**config.mk**
```make
export PLATFORM = sky130hd
export DESIGN_NAME = program_loader
export DESIGN_NICKNAME = d
export VERILOG_FILES = /design/src/rtl/program_loader.sv
export SDC_FILE = /design/constraint.sdc
export NUM_CORES = 1
export LEC_CHECK = 0
export CAP_MARGIN = 20
export CORE_UTILIZATION = 29
export DETAILED_ROUTE_END_ITERATION = 12
export GPL_TIMING_DRIVEN = 0
export PLACE_DENSITY = 0.52
export SETUP_SLACK_MARGIN = 0.5
export SYNTH_ARGS = -nofsm -noshare
export SYNTH_HDL_FRONTEND = slang
export SYNTH_SLANG_ARGS = --single-unit
```
**constraint.sdc**
```tcl
create_clock -name clk -period 1.7 [get_ports clk]
set_clock_uncertainty 0.05 [all_clocks]
set_input_delay 0.255 -clock clk [delete_from_list [all_inputs] [get_ports clk]]
set_output_delay 0.255 -clock clk [all_outputs]
set_load 0.005 [all_outputs]
```
**src/rtl/program_loader.sv**
```systemverilog
// program_loader
//   Writer side of the CPU instruction memory. Consumes a byte stream
//   HDR(N), N x (HI, LO), CSUM and writes N 15-bit words {opcode, literal}
//   to consecutive instruction memory addresses starting at BASE_ADDR.
//   The CPU is held (cpu_hold=1) until a complete image with a matching
//   XOR checksum has been written.
//
// Ports
//   clk        in   system clock, rising edge
//   rst_n      in   asynchronous active-low reset
//   in_valid   in   input byte valid
//   in_ready   out  loader can accept a byte
//   in_data    in   input byte
//   start      in   one-cycle pulse, re-arms the loader from DONE or ERR
//   im_we      out  instruction memory write enable (one-cycle pulse)
//   im_addr    out  instruction memory write address
//   im_wdata   out  instruction word {opcode[6:0], literal[7:0]}
//   cpu_hold   out  high while the CPU must not execute
//   done       out  image loaded and verified
//   error      out  protocol or checksum failure
//   dbg_state  out  current FSM state encoding (observation only)
//
// Handshake: a byte transfers on a rising edge where in_valid and in_ready
// are both high. in_ready is a registered function of the state and never
// depends on in_valid; in_data is ignored while in_valid is low.
module program_loader #(
  parameter int              ADDR_W    = 8,
  parameter int              INSTR_W   = 15,
  parameter logic [ADDR_W-1:0] BASE_ADDR = '0
) (
  input  logic               clk,
  input  logic               rst_n,
  input  logic               in_valid,
  output logic               in_ready,
  input  logic [7:0]         in_data,
  input  logic               start,
  output logic               im_we,
  output logic [ADDR_W-1:0]  im_addr,
  output logic [INSTR_W-1:0] im_wdata,
  output logic               cpu_hold,
  output logic               done,
  output logic               error,
  output logic [2:0]         dbg_state
);

  typedef enum logic [2:0] {
    S_HDR  = 3'd0,
    S_HI   = 3'd1,
    S_LO   = 3'd2,
    S_CSUM = 3'd3,
    S_DONE = 3'd4,
    S_ERR  = 3'd5
  } state_t;

  state_t               state_q, state_d;
  logic [7:0]           count_q, count_d;
  logic [7:0]           acc_q, acc_d;
  logic [ADDR_W-1:0]    addr_q, addr_d;
  logic [6:0]           opcode_q, opcode_d;
  logic                 im_we_q, im_we_d;
  logic [INSTR_W-1:0]   im_wdata_q, im_wdata_d;
  logic                 in_ready_q, in_ready_d;
  logic                 cpu_hold_q, cpu_hold_d;
  logic                 done_q, done_d;
  logic                 error_q, error_d;
  logic                 accept;

  assign accept = in_valid && in_ready_q;

  always_comb begin
    state_d    = state_q;
    count_d    = count_q;
    acc_d      = acc_q;
    addr_d     = addr_q;
    opcode_d   = opcode_q;
    im_we_d    = 1'b0;
    im_wdata_d = im_wdata_q;

    // The address advances on the edge that commits the write, so im_addr
    // shows the target address for the whole cycle im_we is high.
    if (im_we_q) begin
      addr_d = addr_q + 1'b1;
    end

    case (state_q)
      S_HDR: begin
        if (accept) begin
          if (in_data == 8'd0) begin
            state_d = S_ERR;
          end else begin
            count_d = in_data;
            acc_d   = in_data;
            addr_d  = BASE_ADDR;
            state_d = S_HI;
          end
        end
      end
      S_HI: begin
        if (accept) begin
          if (in_data[7]) begin
            state_d = S_ERR;
          end else begin
            opcode_d = in_data[6:0];
            acc_d    = acc_q ^ in_data;
            state_d  = S_LO;
          end
        end
      end
      S_LO: begin
        if (accept) begin
          acc_d      = acc_q ^ in_data;
          count_d    = count_q - 8'd1;
          im_we_d    = 1'b1;
          im_wdata_d = INSTR_W'({opcode_q, in_data});
          // count_q is the value before this pair is retired.
          state_d    = (count_q != 8'd1) ? S_HI : S_CSUM;
        end
      end
      S_CSUM: begin
        if (accept) begin
          state_d = (in_data == acc_q) ? S_DONE : S_ERR;
        end
      end
      S_DONE, S_ERR: begin
        if (start) begin
          acc_d   = 8'd0;
          state_d = S_HDR;
        end
      end
      default: begin
        state_d = S_ERR;
      end
    endcase

    // Status outputs are registered copies of the next state so they are
    // glitch-free and line up with the state register.
    in_ready_d = (state_d == S_HDR) || (state_d == S_HI) ||
                 (state_d == S_LO)  || (state_d == S_CSUM);
    done_d     = (state_d == S_DONE);
    error_d    = (state_d == S_ERR);
    cpu_hold_d = (state_d != S_DONE);
  end

  always_ff @(posedge clk or negedge rst_n) begin
    if (!rst_n) begin
      state_q    <= S_HDR;
      count_q    <= 8'd0;
      acc_q      <= 8'd0;
      addr_q     <= BASE_ADDR;
      opcode_q   <= 7'd0;
      im_we_q    <= 1'b0;
      im_wdata_q <= '0;
      in_ready_q <= 1'b1;
      cpu_hold_q <= 1'b1;
      done_q     <= 1'b0;
      error_q    <= 1'b0;
    end else begin
      state_q    <= state_d;
      count_q    <= count_d;
      acc_q      <= acc_d;
      addr_q     <= addr_d;
      opcode_q   <= opcode_d;
      im_we_q    <= im_we_d;
      im_wdata_q <= im_wdata_d;
      in_ready_q <= in_ready_d;
      cpu_hold_q <= cpu_hold_d;
      done_q     <= done_d;
      error_q    <= error_d;
    end
  end

  assign in_ready  = in_ready_q;
  assign im_we     = im_we_q;
  assign im_addr   = addr_q;
  assign im_wdata  = im_wdata_q;
  assign cpu_hold  = cpu_hold_q;
  assign done      = done_q;
  assign error     = error_q;
  assign dbg_state = state_q;

endmodule

```
==> results.toml <==
[status]
status = "completed"

[logic_synthesis]
syn-num-nets = 288
synth.distinct_cells = 55
yosys-top-cells-area = "dfrtp_1 (45%), mux2_2 (11%), nor2_1 (3.4%)"
synthMostInstantiatedCell = "dfrtp_1"
synthesis.area_um2 = 2880
synth_top_area_share = 0.451
synth.avg_cell_area_um2 = 10.6
synthFlopType = "dfrtp_1"
ys.warnings.count = 0
syn_inst = 273
synth_largest_area_cell = "dfrtp_1"
synth_edf_count = 0
async_reset_ff_frac = 1.00
synthTopCellsByCount = "dfrtp_1 (52), mux2_2 (28), nor2_1 (26)"
seq_area_frac_synth = 0.470
ys_ff_latch = 54

[sta]
slew_headroom = 0.702
max_freq_mhz = 590
whs_ns = 0.173
tightestPinTransition_ns = 0.447
setup_ws_ns = 0.00634
finalHoldViolCount = 0
rsz0062_at_grt = "yes"
report.final.setup_viol = 0
min_period_ns = 1.69
tns_ns = 0
fin_crit_sh = 0.996
slew_viol_final = 0

[clocking]
clockBufferDepth = 2
insertion_delay_ns = 0.32
path_clk_slew_ns = 0.11
htreeDepth = 2
cts_sinks = 54
root_buffer = "clkbuf_8"
cts_tree = "done"
cts_buffers = 5

[floorplanning]
die_w_um = 102
die_h_um = 102
ios = 43
row_count = 36
core_um2 = 9680
start_util = 0.298
dieArea_um2 = 10300

[worst_setup_path]
path_cells = "buf_6 -> and4bb_2 -> nand2_4 -> buf_12 -> mux2_4"
r2r_setup_slack_ns = 0.006
slowest_stage = "dfrtp_2"
path_max_fanout = 10
critPathArrivalTime_ns = 1.87
critical_path_class = "reg -> reg"
rr_worst_depth = 5
critical_path.max_stage_delay_ns = 0.46
endpoint_kind = "register"
path_delay_family = "simple AND/OR/NAND/NOR gates"
worst_ep_required_time_ns = 1.87
start_kind = "register"
rr_endpoint = "im_wdata[11]"
r2r_start = "dbg_state[2]"
cp_num_buf_inv = 2

[min_path]
min-delay-path-class = "in -> reg"
min_from = "in_data[2]"
holdPathStages = 2
min_to = "opcode_q[2]"

[drt]
drc_errors = 0
firstDrtPassIters = 4
via_per_inst = 5.11
wl_per_cell_um = 17.7
drtAntennaViolNets = 0
vias = 2631
drt_iter0_drc = 109
drt-total-wl_um = 9120

[final_layout]
utilization = 0.487
n_antenna_cell = 0
nets = 396
fillers = 840
area_growth_pct = 63.6
layout-drive-gt1-share = 0.626

[place]
gp_congestion = 0.807
dp_slack_ns = -0.625
numPortBuffers = 38
dp.final_hpwl_um = 5150

[global_route]
grt_use_total = 0.174
grt-ovfl-total = 0
grt_max_degree = 34
antenna_found_initial = 0
grt_pass1_wl_um = 13700
first_global_vias = 2584

[power]
ir_drop_mv = 0.662
power.total_mw = 8.44
p_leak_nw = 2.10
powerDensity_nw_per_um2 = 1790

[run]
max_cap_viol_count = 0
==> report_power, final <==
group	total (mW)	internal, mW	switching [mW]
logic	5.31	3.01	2.31
clock network	0.797	0.308	0.489
registers	2.33	1.85	0.482
total	8.44	5.16	3.28
==> cells in the final DEF (no fill, tap or decap), drive strengths merged, types with 3 or more instances in the layout <==
cell | synthesis | final
a21oi | 16 | 16
xnor2 | 4 | 4
ha | 3 | 3
o21ai | 9 | 9
clkdlybuf4s50 | 0 | 3
nand3 | 7 | 7
a2bb2oi | 8 | 8
xor2 | 7 | 7
nand4 | 4 | 4
inv | 6 | 7
o2bb2ai | 4 | 4
nor4 | 4 | 4
buf | 9 | 104
nor3 | 3 | 3
nand2 | 17 | 17
mux2 | 28 | 28
dfrtp | 52 | 52
o221a | 8 | 8
o22ai | 7 | 7
clkbuf | 8 | 13
and3 | 3 | 3
nor2 | 26 | 26
a22oi | 4 | 4
==> area by class of cell <==
type                    count  area [um^2]  area share
plain buffers              17          191      0.0406
multi-input cells         195         2000       0.425
clock inverters             3         26.3     0.00557
repair buffers            101          848       0.180
well taps                 133          166      0.0353
flip-flops and latches     54         1360       0.289
inverters                   7         47.5      0.0101
clock buffers               5         68.8      0.0146
==> metrics by stage <==
step | cells | area, um^2
4_1_cts | 492 | 4120
2_1_floorplan | 273 | 3040
5_1_grt | 515 | 4720
3_5_place_dp | 445 | 3600
3_3_place_gp | 444 | 3580
6_report | 515 | 4720
==> worst max path at each step <==
| stage | from | cells past startpoint | end | slack, ns |
|---|---|---|---|---|
| 2_1_floorplan | in_data[2] | 6 | acc_q[4] | 0.11 |
| 5_1_grt | dbg_state[2] | 5 | im_wdata[14] | -0.02 |
| 3_3_place_gp | rst_n | 1 | acc_q[2] | -1.49 |
| 6_report | dbg_state[2] | 5 | im_wdata[11] | 0.006 |
| 4_1_cts | count_q[1] | 6 | count_q[6] | 0.05 |
| 3_5_place_dp | in_data[3] | 5 | acc_q[3] | -0.62 |
==> worst reg2reg max path, stage by stage (launching register included) <==
cell,delay (ns)
dfrtp_2,0.46
buf_6,0.15
and4bb_2,0.37
nand2_4,0.10
buf_12,0.17
mux2_4,0.30
==> layer usage <==
layer | track usage | routed length (um) | vias up
met2 | 0.269 | 4310 | 67
met4 | 0.0780 | 187 | 0
met5 | 0 | 0 | -
met1 | 0.242 | 4240 | 1323
met3 | 0.0242 | 380 | 15
li1 | - | - | 1226
==> state kept, by name, indices dropped and copies added (netlist names) <==
register,cells
dbg_state,3
im_addr,8
cpu_hold,1
count_q,8
done,1
opcode_q,7
acc_q,8
in_ready,1
im_we,1
error,1
im_wdata,15
==> logic make-up (layout without fill, tap and decap cells) <==
group,count (synthesis),count (layout),share of synthesized area
AO/OA/AOI/OAI,71,71,0.180
XOR/XNOR,11,11,0.0334
buffers and inverters,24,133,0.0352
AND/OR/NAND/NOR,80,80,0.152
adder cells (fa/ha/maj),3,3,0.0130
flip-flops,54,54,0.470
multiplexers,30,30,0.116
==> timing repair <==
action	CTS	global route
endpoints found under the hold margin	19	0
hold buffers	1	0
setup endpoints to repair	85	67
pin swaps	26	31
setup buffers	36	22
gates cloned	2	1
gates resized for setup	182	96
No activity file was read; power rests on OpenSTA's default activity.
